## src/rtl/regf_bus_arb.sv

```systemverilog
// rtl/regf_bus_arb.sv - round-robin arbiter sharing one regf mem_* port among NUM_REQ requesters
// Bounded per-requester lock; responses return one cycle after the grant.
module regf_bus_arb #(
    parameter int NUM_REQ  = 3,
    parameter int ADDR_W   = 13,
    parameter int DATA_W   = 32,
    parameter int MAX_LOCK = 4
) (
    input  logic                             main_clk_i,
    input  logic                             main_rst_an_i,
    input  logic [NUM_REQ-1:0]               req_ena_i,
    input  logic [NUM_REQ-1:0][ADDR_W-1:0]   req_addr_i,
    input  logic [NUM_REQ-1:0]               req_wena_i,
    input  logic [NUM_REQ-1:0][DATA_W-1:0]   req_wdata_i,
    input  logic [NUM_REQ-1:0]               req_lock_i,
    output logic [NUM_REQ-1:0]               req_gnt_o,
    output logic [NUM_REQ-1:0]               req_rvld_o,
    output logic [DATA_W-1:0]                req_rdata_o,
    output logic                             req_err_o,
    output logic                             mem_ena_o,
    output logic [ADDR_W-1:0]                mem_addr_o,
    output logic                             mem_wena_o,
    output logic [DATA_W-1:0]                mem_wdata_o,
    input  logic [DATA_W-1:0]                mem_rdata_i,
    input  logic                             mem_err_i
);

    localparam int PW = $clog2(NUM_REQ);

    logic [PW-1:0]      ptr_r;
    logic               lock_vld_r;
    logic [PW-1:0]      lock_own_r;
    logic [3:0]         lock_cnt_r;
    logic [NUM_REQ-1:0] rvld_r;
    logic [DATA_W-1:0]  rdata_r;
    logic               err_r;

    logic               w_gnt_vld;
    logic [PW-1:0]      w_gnt_idx;
    logic               w_same_owner;
    logic [3:0]         w_cnt_nxt;
    logic               w_hold;

    // Scan offsets high to low so the smallest offset from ptr_r wins.
    always_comb begin
        w_gnt_vld = 1'b0;
        w_gnt_idx = '0;
        if (main_rst_an_i) begin
            if (lock_vld_r && req_ena_i[lock_own_r]) begin
                w_gnt_vld = 1'b1;
                w_gnt_idx = lock_own_r;
            end else begin
                for (int i = NUM_REQ - 1; i >= 0; i--) begin
                    if (req_ena_i[PW'((int'(ptr_r) + i) % NUM_REQ)]) begin
                        w_gnt_vld = 1'b1;
                        w_gnt_idx = PW'((int'(ptr_r) + i) % NUM_REQ);
                    end
                end
            end
        end
    end

    always_comb begin
        w_same_owner = lock_vld_r && (lock_own_r == w_gnt_idx);
        w_cnt_nxt    = w_same_owner ? lock_cnt_r + 4'd1 : 4'd1;
        w_hold       = w_gnt_vld && req_lock_i[w_gnt_idx] && (w_cnt_nxt < 4'(MAX_LOCK));
    end

    assign req_gnt_o   = w_gnt_vld ? (NUM_REQ'(1) << w_gnt_idx) : '0;
    assign mem_ena_o   = w_gnt_vld;
    assign mem_addr_o  = w_gnt_vld ? req_addr_i[w_gnt_idx]  : '0;
    assign mem_wena_o  = w_gnt_vld ? req_wena_i[w_gnt_idx]  : 1'b0;
    assign mem_wdata_o = w_gnt_vld ? req_wdata_i[w_gnt_idx] : '0;

    assign req_rvld_o  = rvld_r;
    assign req_rdata_o = rdata_r;
    assign req_err_o   = err_r;

    always_ff @(posedge main_clk_i or negedge main_rst_an_i) begin
        if (!main_rst_an_i) begin
            ptr_r      <= '0;
            lock_vld_r <= 1'b0;
            lock_own_r <= '0;
            lock_cnt_r <= '0;
            rvld_r     <= '0;
            rdata_r    <= '0;
            err_r      <= 1'b0;
        end else begin
            rvld_r  <= req_gnt_o;
            err_r   <= w_gnt_vld & mem_err_i;
            rdata_r <= (w_gnt_vld && !req_wena_i[w_gnt_idx]) ? mem_rdata_i : '0;
            // An unrequested or exhausted lock drops here; the pointer only moves on a grant.
            if (w_hold) begin
                lock_vld_r <= 1'b1;
                lock_own_r <= w_gnt_idx;
                lock_cnt_r <= w_cnt_nxt;
            end else begin
                lock_vld_r <= 1'b0;
                lock_cnt_r <= '0;
                if (w_gnt_vld) begin
                    ptr_r <= (w_gnt_idx == PW'(NUM_REQ - 1)) ? '0 : w_gnt_idx + PW'(1);
                end
            end
        end
    end

endmodule
```

## config.mk

```make
export PLATFORM = sky130hd
export DESIGN_NAME = regf_bus_arb
export DESIGN_NICKNAME = d
export VERILOG_FILES = /design/src/rtl/regf_bus_arb.sv
export SDC_FILE = /design/constraint.sdc
export NUM_CORES = 1
export LEC_CHECK = 0
export ABC_AREA = 1
export BUFFER_PORTS_ARGS = -buffer_cell sky130_fd_sc_hd__buf_2
export CAP_MARGIN = 30
export CELL_PAD_IN_SITES_DETAIL_PLACEMENT = 0
export CELL_PAD_IN_SITES_GLOBAL_PLACEMENT = 1
export CORE_MARGIN = 2
export CORE_UTILIZATION = 23
export DETAILED_ROUTE_END_ITERATION = 6
export PLACE_DENSITY_LB_ADDON = 0.1
export SLEW_MARGIN = 0
export SYNTH_ARGS = -nofsm -noshare
export SYNTH_HDL_FRONTEND = slang
export SYNTH_SLANG_ARGS = --single-unit
```

## constraint.sdc

```tcl
create_clock -name main_clk_i -period 2.6 [get_ports main_clk_i]
set_input_delay 0.65 -clock main_clk_i [delete_from_list [all_inputs] [get_ports main_clk_i]]
set_output_delay 0.65 -clock main_clk_i [all_outputs]
set_load 0.01 [all_outputs]
```

**Word-level counts from Yosys, hierarchy flattened**

Index checks and enable logic that the tools add are counted.
Widths: inputs -> output; s select.

- Add/subtract/negate cells: 4
- $mul: 0
- Divide/modulo/power cells: 3
- $lt $le $gt $ge: 6
- Eq/ne operators: 2
- Shift-type cells: 1
- Mux-type cells: 38
- Bitwise logic cells: 2
- Reductions and logical operators: 7

Operators with widths:

| cell | number |
|---|---|
| $mux 32 | 3 |
| $bmux 32 s2 | 1 |
| $mod 32x3->32 const B | 2 |
| $mod 3x3->32 const B | 1 |
| $bmux 13 s2 | 1 |
| $mux 13 | 2 |
| $mux 1 | 16 |
| $bmux 1 s2 | 6 |
| $lt 2x4->1 const B | 3 |
| $mux 2 | 6 |
| $mux 4 | 2 |
| $lt 2x3->1 const B | 2 |
| $logic_and 1x1->1 | 5 |
| $add 4x1->4 const B | 1 |
| $lt 4x3->1 const B | 1 |
| $add 2x1->3 const B | 1 |
| $add 2x2->3 const B | 1 |
| $mux 3 | 1 |
| $shl 1x2->3 const A | 1 |
| $add 2x1->2 const B | 1 |
| $eq 2x2->1 | 1 |
| $eq 2x2->1 const B | 1 |
| $reduce_and 2->1 | 1 |
| $and 1x1->1 | 1 |
| other kinds (2) | 2 |

- Register bits: 45
- Latch bits: 0
- Memory bits (writable): 0
- Memory bits (read-only): 0
- Input port bits: 179
- Output and inout port bits: 86
- Logic and storage cells: 70
- Memories: 0

**Logic depth before layout (Yosys ltp)**

Gate-level depths: netlist of the first run.

- Depth in word-level cells: 17
- Depth in mapped cells: 19
- Depth with buffers taken out: 19

**Least setup slack after synthesis of the first run**

Ideal clock, no wire load.

- Kind: flip-flop to output port
- Start: reg ptr_r[0]
- End: out mem_wdata_o[16]
- Arrival time: 1,952 ps
- Required time: 1,950 ps
- Setup slack: -2 ps
- Cell stages (with the launch flop): 16
- Buffers on the path: 2
- Cells stage by stage: dfrtp_1 -> inv_1 -> ha_1 -> nor2_1 -> inv_1 -> nand3_2 -> nand2_1 -> nand2_1 -> nand2_1 -> nand2_2 -> nand3_4 -> inv_2 -> buf_2 -> buf_2 -> nand2_1 -> nand3_1

- Cells in the longest elaborated chain, start to end: 13
- Elaborated cells between the ends (all ways): 27
- Those cells by class: add/sub (2); div (3); mux (22)

Ends and longest elaborated chain:

| element | RTL line | RTL |
|---|---|---|
| start: declaration | 30 | `logic [PW-1:0] ptr_r;` |
| start signal: assignment | 101 | `ptr_r <= (w_gnt_idx == PW'(NUM_REQ - 1)) ? '0 : w_gnt_idx + PW'(1);` |
| $add 2x2->3 | 54, 56 |  |
| $mod 32x3->32 | 54, 56 |  |
| $bmux 1 s2 | 54 | `if (req_ena_i[PW'((int'(ptr_r) + i) % NUM_REQ)]) begin` |
| $mux 1 (not written as such) (2 in series) | 54 |  |
| $mux 2 (3 in series) | 54 |  |
| $mux 2 | 49 | `if (lock_vld_r && req_ena_i[lock_own_r]) begin` |
| $mux 2 | 48 | `if (main_rst_an_i) begin` |
| $bmux 32 s2 | 73 | `assign mem_wdata_o = w_gnt_vld ? req_wdata_i[w_gnt_idx] : '0;` |
| $mux 32 (not written as such) | 73 |  |
| $mux 32 * | 73 |  |
| end: declaration | 23 | `output logic [DATA_W-1:0] mem_wdata_o,` |

Every way passes the cells marked *; elsewhere a longest branch is shown, timed or not. The select of a mux whose other input is x is not followed.

**Worst setup path in the final report of the first run**

- Start: reg ptr_r[0]
- End: out mem_wdata_o[1]

The elaborated chain is that of the path after synthesis.

==> impl_metrics.json, run 1 <==
{
  "outcome": "finished with violations",
  "violations": "setup timing",
  "pwr-share-clk": 0.112,
  "whs_path_depth": 1,
  "grt_pass1_wl_um": 19700,
  "antenna_found_initial": 2,
  "die_w_um": 121,
  "power.leakage_nw": 3.34,
  "finalWeightedCongestion": 0.847,
  "path_max_fanout": 8,
  "regArea_um2": 1130,
  "portBuffers": 264,
  "intPower_mw": 3.54,
  "path_class": "reg -> out",
  "synth-seq-area-share": 0.355,
  "slowest_delay_ps": 420,
  "drt_wl_total_um": 13600,
  "layout.nets": 916,
  "drv_cap": 0,
  "fin_crit_sh": 1.16,
  "layout_common_cells": "243 x buf_2, 127 x nand2_1, 45 x inv_1, 44 x dfrtp_1, 43 x nand3_1",
  "drive_gt1_frac": 0.602,
  "path_buf_inv": 5,
  "drt_iter0_markers": 105,
  "crit_family": "simple AND/OR/NAND/NOR gates",
  "grt_overflow_total": 0,
  "cts_sinks": 45,
  "final_hold_viol_count": 0,
  "layout_commonest_cell": "buf_2",
  "r2r_cells": 17,
  "hpwl_um": 10700,
  "multiInputGateArea_um2": 1970,
  "vias": 3854,
  "slew-limit-headroom": 0.652,
  "vdd_ir_drop_max_mv": 0.466,
  "grt_usage": 0.173,
  "layout.cells.non_filler": 912,
  "cts_made_buffers": 5,
  "cp.depth": 17,
  "skew_ps": 6.97,
  "drc": 0,
  "tightest_slew_ps": 522,
  "path_cells": "inv_2 > ha_4 > nand3_1 > nand2_2 > nand2_1 > nand2_1 > nand2_1 > nand2_2 > nand3_4 > nand2_4 > inv_4 > nand2_4 > inv_8 > clkbuf_16 > nand2_1 > nand3_1 > buf_2",
  "io_pins": 265,
  "routed_via_density": 4.23,
  "place_ws_ps": -251,
  "dieArea_um2": 14700,
  "ys_types": 30,
  "r2r-start": "ptr_r[0]$_DFFE_PN0P_",
  "cp-start-kind": "flop",
  "critPathArrivalTime_ps": 2380,
  "grt_pass1_vias": 3831,
  "place_area_um2": 4870,
  "min_from": "lock_cnt_r[0]$_DFF_PN0_",
  "setup_viol": 50,
  "critPathRequiredTime_ps": 1950,
  "area_growth_pct": 84.5,
  "setup_tns_ps": -18530,
  "detailedRoute.firstPassIterationCount": 4,
  "power_frac_seq": 0.150,
  "fill_cells": 1417,
  "timing.fmax_ghz": 0.330,
  "cts_tree": "done",
  "core_area_um2": 13300,
  "slowest_stage": "dfrtp_1",
  "rows": 42,
  "clock_path_buffers": 2,
  "post_drt_wl_per_cell_um": 14.9,
  "whs_endpoint": "lock_cnt_r[0]$_DFF_PN0_",
  "grt_max_degree": 43,
  "cts_hold_buf": 0,
  "ys_ff_latch": 45,
  "period_minus_slack_ps": 3030,
  "htree_levels": 2,
  "p_per_area_nw_per_um2": 1070,
  "p_sw_frac": 0.436,
  "cts_root_buf": "clkbuf_16",
  "worstHoldPathType": "reg -> reg",
  "clk_pin_slew_ps": 60,
  "syn_inst": 431,
  "slew_viol_final": 0,
  "rsz0062_at_grt": "true",
  "final_cell_area_um2": 5850,
  "cp_common_cell": "nand2_1",
  "place_inst": 881,
  "rr_endpoint": "req_rdata_o[31]$_DFF_PN0_",
  "setup_slack_ps": -427,
  "start_util": 0.237,
  "syn_area_um2": 3170,
  "crit_path_end_kind": "primary output",
  "insertion_delay_ps": 280,
  "ys_warn_count": 0,
  "power.switching_mw": 2.74,
  "antenna_left": 0,
  "p_total_mw": 6.29,
  "power.share.combinational": 0.738,
  "postSynthAreaPerCell_um2": 7.35,
  "ff2ff_setup_slack_ps": 140,
  "die_h_um": 121
}
[power groups by stage]
stage	Combinational [mW]	Sequential, mW	Clock [mW]
floorplan	1.99	1.01	0
global placement	3.48	0.944	0
detailed placement	3.47	0.944	0
CTS	3.97	0.944	0.725
global route	5.02	0.963	0.755
finish	4.64	0.944	0.702
[layout make-up]
| cell class | count | area share |
|---|---|---|
| antenna | 2 | 0.000856 |
| clock inverter | 2 | 0.00599 |
| timing repair buffer | 315 | 0.363 |
| sequential | 45 | 0.193 |
| tap | 176 | 0.0377 |
| inverter | 58 | 0.0407 |
| clock buffer | 5 | 0.0214 |
| multi-input combinational | 309 | 0.337 |
[worst reg2reg max path: cells and delay by family, from the launching register on]
kind	cells	cell delay (ps)
AND/OR/NAND/NOR	10	840
flip-flops	1	420
adder cells (fa/ha/maj)	1	320
AO/OA/AOI/OAI	1	80
buffers and inverters	5	690
[repair_timing]
item,CTS,global route
cloned,1,3
buffers inserted,8,12
pin swaps,5,24
resized for setup,52,75
setup endpoints to repair,50,50
[cells in the mapped netlist, drive strengths merged]
cell | instances | share of area
nand3 | 71 | 0.13
nand4 | 6 | 0.012
inv | 58 | 0.069
nor2 | 43 | 0.12
or2 | 1 | 0.0020
o22ai | 1 | 0.0039
buf | 20 | 0.050
o21a | 1 | 0.0024
nor3 | 1 | 0.0016
and2 | 1 | 0.0028
o21ai | 3 | 0.0047
nand2 | 165 | 0.21
a21oi | 5 | 0.0091
dfrtp | 45 | 0.36
ha | 3 | 0.012
nand3b | 1 | 0.0024
a31oi | 3 | 0.0059
a21boi | 1 | 0.0059
xnor2 | 1 | 0.0028
conb | 1 | 0.0012
[routing by layer]
| layer | wire length (µm) | global-route usage | vias to the layer above |
|---|---|---|---|
| li1 | - | - | 1928 |
| met1 | 5020 | 0.191 | 1802 |
| met2 | 7730 | 0.334 | 116 |
| met3 | 718 | 0.0418 | 8 |
| met4 | 152 | 0.0352 | 0 |
| met5 | 0 | 0 | - |
[how the worst max path moves through the flow]
stage	start	to
finish	ptr_r[0]$_DFFE_PN0P_	mem_wdata_o[1]
floorplan	ptr_r[0]$_DFFE_PN0P_	mem_addr_o[0]
CTS	ptr_r[0]$_DFFE_PN0P_	mem_wdata_o[30]
global route	ptr_r[0]$_DFFE_PN0P_	mem_addr_o[7]
global placement	req_ena_i[1]	mem_wdata_o[14]
detailed placement	req_ena_i[1]	mem_wdata_o[26]
[cell families (layout without fill, tap and decap cells)]
group	count (synthesis)	count (layout)	share of synthesized area
buf+inv	78	380	0.118
compound gates	14	14	0.0320
simple gates	289	289	0.478
flops	45	45	0.355
xor+xnor	1	1	0.00276
other cells	1	4	0.00118
fa+ha+maj	3	3	0.0118
[stage by stage]
stage / hold WS (ps) / utilization
after floorplan: 354 / -
after global routing: 500 / 0.438
final: 481 / 0.438
after detailed placement: 480 / 0.365
after CTS: 467 / 0.399
after global placement: 472 / 0.365
[flip-flops by register name, summed over array words and instances, names as in the netlist]
signal       count
req_err_o        1
req_rvld_o       3
req_rdata_o     32
lock_own_r       2
lock_cnt_r       4
ptr_r            2
lock_vld_r       1
Note: power is estimated with default switching activity, not from simulation.
==> run 2, diff against run 1 <==
Settings changed: CORE_UTILIZATION 23 to 25, PLACE_DENSITY_LB_ADDON 0.1 to 0.05.
Clock period 2.6 ns to 3.1 ns, I/O delays scaled along.
==> impl_metrics.json, run 2 (same netlist as run 1, synthesis figures left out) <==
{
  "outcome": "finished with violations",
  "violations": "setup timing",
  "routed_via_density": 4.34,
  "drc": 0,
  "whs_endpoint": "lock_cnt_r[0]$_DFF_PN0_",
  "post_drt_wl_per_cell_um": 15.4,
  "r2r-start": "ptr_r[1]$_DFFE_PN0P_",
  "fin_crit_sh": 1.00,
  "whs_path_depth": 1,
  "timing.fmax_ghz": 0.322,
  "setup_slack_ps": -2.36,
  "place_ws_ps": -94.4,
  "period_minus_slack_ps": 3100,
  "insertion_delay_ps": 290,
  "path_max_fanout": 7,
  "io_pins": 265,
  "clk_pin_slew_ps": 70,
  "drt_iter0_markers": 121,
  "slew_viol_final": 0,
  "n_antenna_cell": 0,
  "start_util": 0.253,
  "tightest_slew_ps": 623,
  "grt_pass1_wl_um": 19600,
  "largest_register_ffs": 32,
  "grt_pass1_vias": 3658,
  "dieArea_um2": 13600,
  "detailedRoute.firstPassIterationCount": 4,
  "portBuffers": 264,
  "layout_commonest_cell": "buf_2",
  "grt_usage": 0.192,
  "critPathRequiredTime_ps": 2320,
  "p_total_mw": 5.05,
  "vdd_ir_drop_max_mv": 0.349,
  "critPathArrivalTime_ps": 2330,
  "worstHoldPathType": "reg -> reg",
  "min_from": "lock_cnt_r[0]$_DFF_PN0_",
  "layout_common_cells": "254 x buf_2, 148 x nand2_1, 44 x inv_1, 44 x dfrtp_1, 43 x nand3_1",
  "area_growth_pct": 75.2,
  "cts_tree": "done",
  "htree_levels": 2,
  "drive_gt1_frac": 0.568,
  "crit_path_end_kind": "primary output",
  "drv_cap": 0,
  "r2r_cells": 17,
  "vias": 3881,
  "rr_endpoint": "req_rdata_o[15]$_DFF_PN0_",
  "antenna_found_initial": 0,
  "path_class": "reg -> out",
  "antenna_left": 0,
  "ff2ff_setup_slack_ps": 520,
  "cts_made_buffers": 5,
  "die_w_um": 117,
  "core_area_um2": 12500,
  "cp-start-kind": "flop",
  "rows": 41,
  "layout.nets": 903,
  "cts_sinks": 45,
  "p_per_area_nw_per_um2": 910,
  "clock_path_buffers": 2,
  "power.leakage_nw": 3.17,
  "grt_overflow_total": 0,
  "hpwl_um": 10200,
  "grt_max_degree": 51,
  "drt_wl_total_um": 13800,
  "finalWeightedCongestion": 0.859,
  "post-route-util": 0.444,
  "slew-limit-headroom": 0.584,
  "die_h_um": 117,
  "final_hold_viol_count": 0,
  "skew_ps": 6.61,
  "rsz0062_at_grt": "true",
  "cts_root_buf": "clkbuf_16",
  "setup_viol": 2
}
[run 2: changes by cell type in the layout (fill, tap and decap cells not counted), sizes merged]
cell and delta:
buf -15, bufbuf +3, diode -2, bufinv -1, clkbuf -1, clkinvlp +1
inv +1
[run 2: how the worst max path moves through the flow]
stage	from	to	slack, ps
after global placement	req_ena_i[2]	mem_wdata_o[20]	-90
final	ptr_r[1]$_DFFE_PN0P_	mem_wdata_o[15]	-2
after global routing	ptr_r[1]$_DFFE_PN0P_	mem_wdata_o[15]	-130
after CTS	ptr_r[1]$_DFFE_PN0P_	mem_wdata_o[11]	-10
after detailed placement	req_ena_i[1]	mem_wdata_o[1]	-90
after floorplan	req_ena_i[1]	mem_wdata_o[16]	360
[run 2: report_power, final]
part | internal (mW) | switching (mW) | leakage (nW)
Clock | 0.341 | 0.219 | 0.0799
Combinational | 1.69 | 2.01 | 2.49
Sequential | 0.726 | 0.0616 | 0.599
Total | 2.76 | 2.29 | 3.17
[run 2: through the flow]
stage	hold WS [ps]	cells	instance area [µm²]	TNS, ps
finish	480	894	5550	-3.79
global route	506	894	5550	-4160
CTS	484	893	5300	-35.4
global placement	470	867	4780	-1930
detailed placement	475	867	4780	-1680
floorplan	447	432	3170	0
[run 2: repair_timing]
item                                    4_1_cts  5_1_grt
buffers inserted                             12        1
pin swaps                                     3       12
hold buffers                                  0        0
resized for setup                            26       61
cloned                                        6        0
endpoints found under the setup margin       48       46
[run 2: per-layer routing]
layer,track usage,vias up,part of all wire
li1,-,1909,-
met1,0.231,1827,0.38
met2,0.354,134,0.55
met3,0.0457,11,0.062
met4,0.0267,0,0.0070
met5,0,-,0
[run 2: area by class of cell]
cell class | instances | area, µm²
Multi-Input combinational cell | 309 | 1870
Clock inverter | 1 | 5.00
Sequential cell | 45 | 1130
Timing Repair inverter | 2 | 15.0
Fill cell | 1344 | 6960
Timing Repair Buffer | 300 | 1920
Clock buffer | 7 | 153
Inverter | 58 | 246
Tap cell | 172 | 215
[run 2: critical path: stages (launching register included)]
cell	delay, ps
dfrtp_2	440
ha_4	350
nor2_4	50
inv_2	40
nand3_2	90
nand2_1	80
nand2_1	50
nand2_1	70
nand2_2	80
nand3_4	100
nand2_4	80
inv_8	80
buf_12	130
nand2_4	40
nand2_2	60
a21oi_2	30
nor2_1	120
buf_2	150
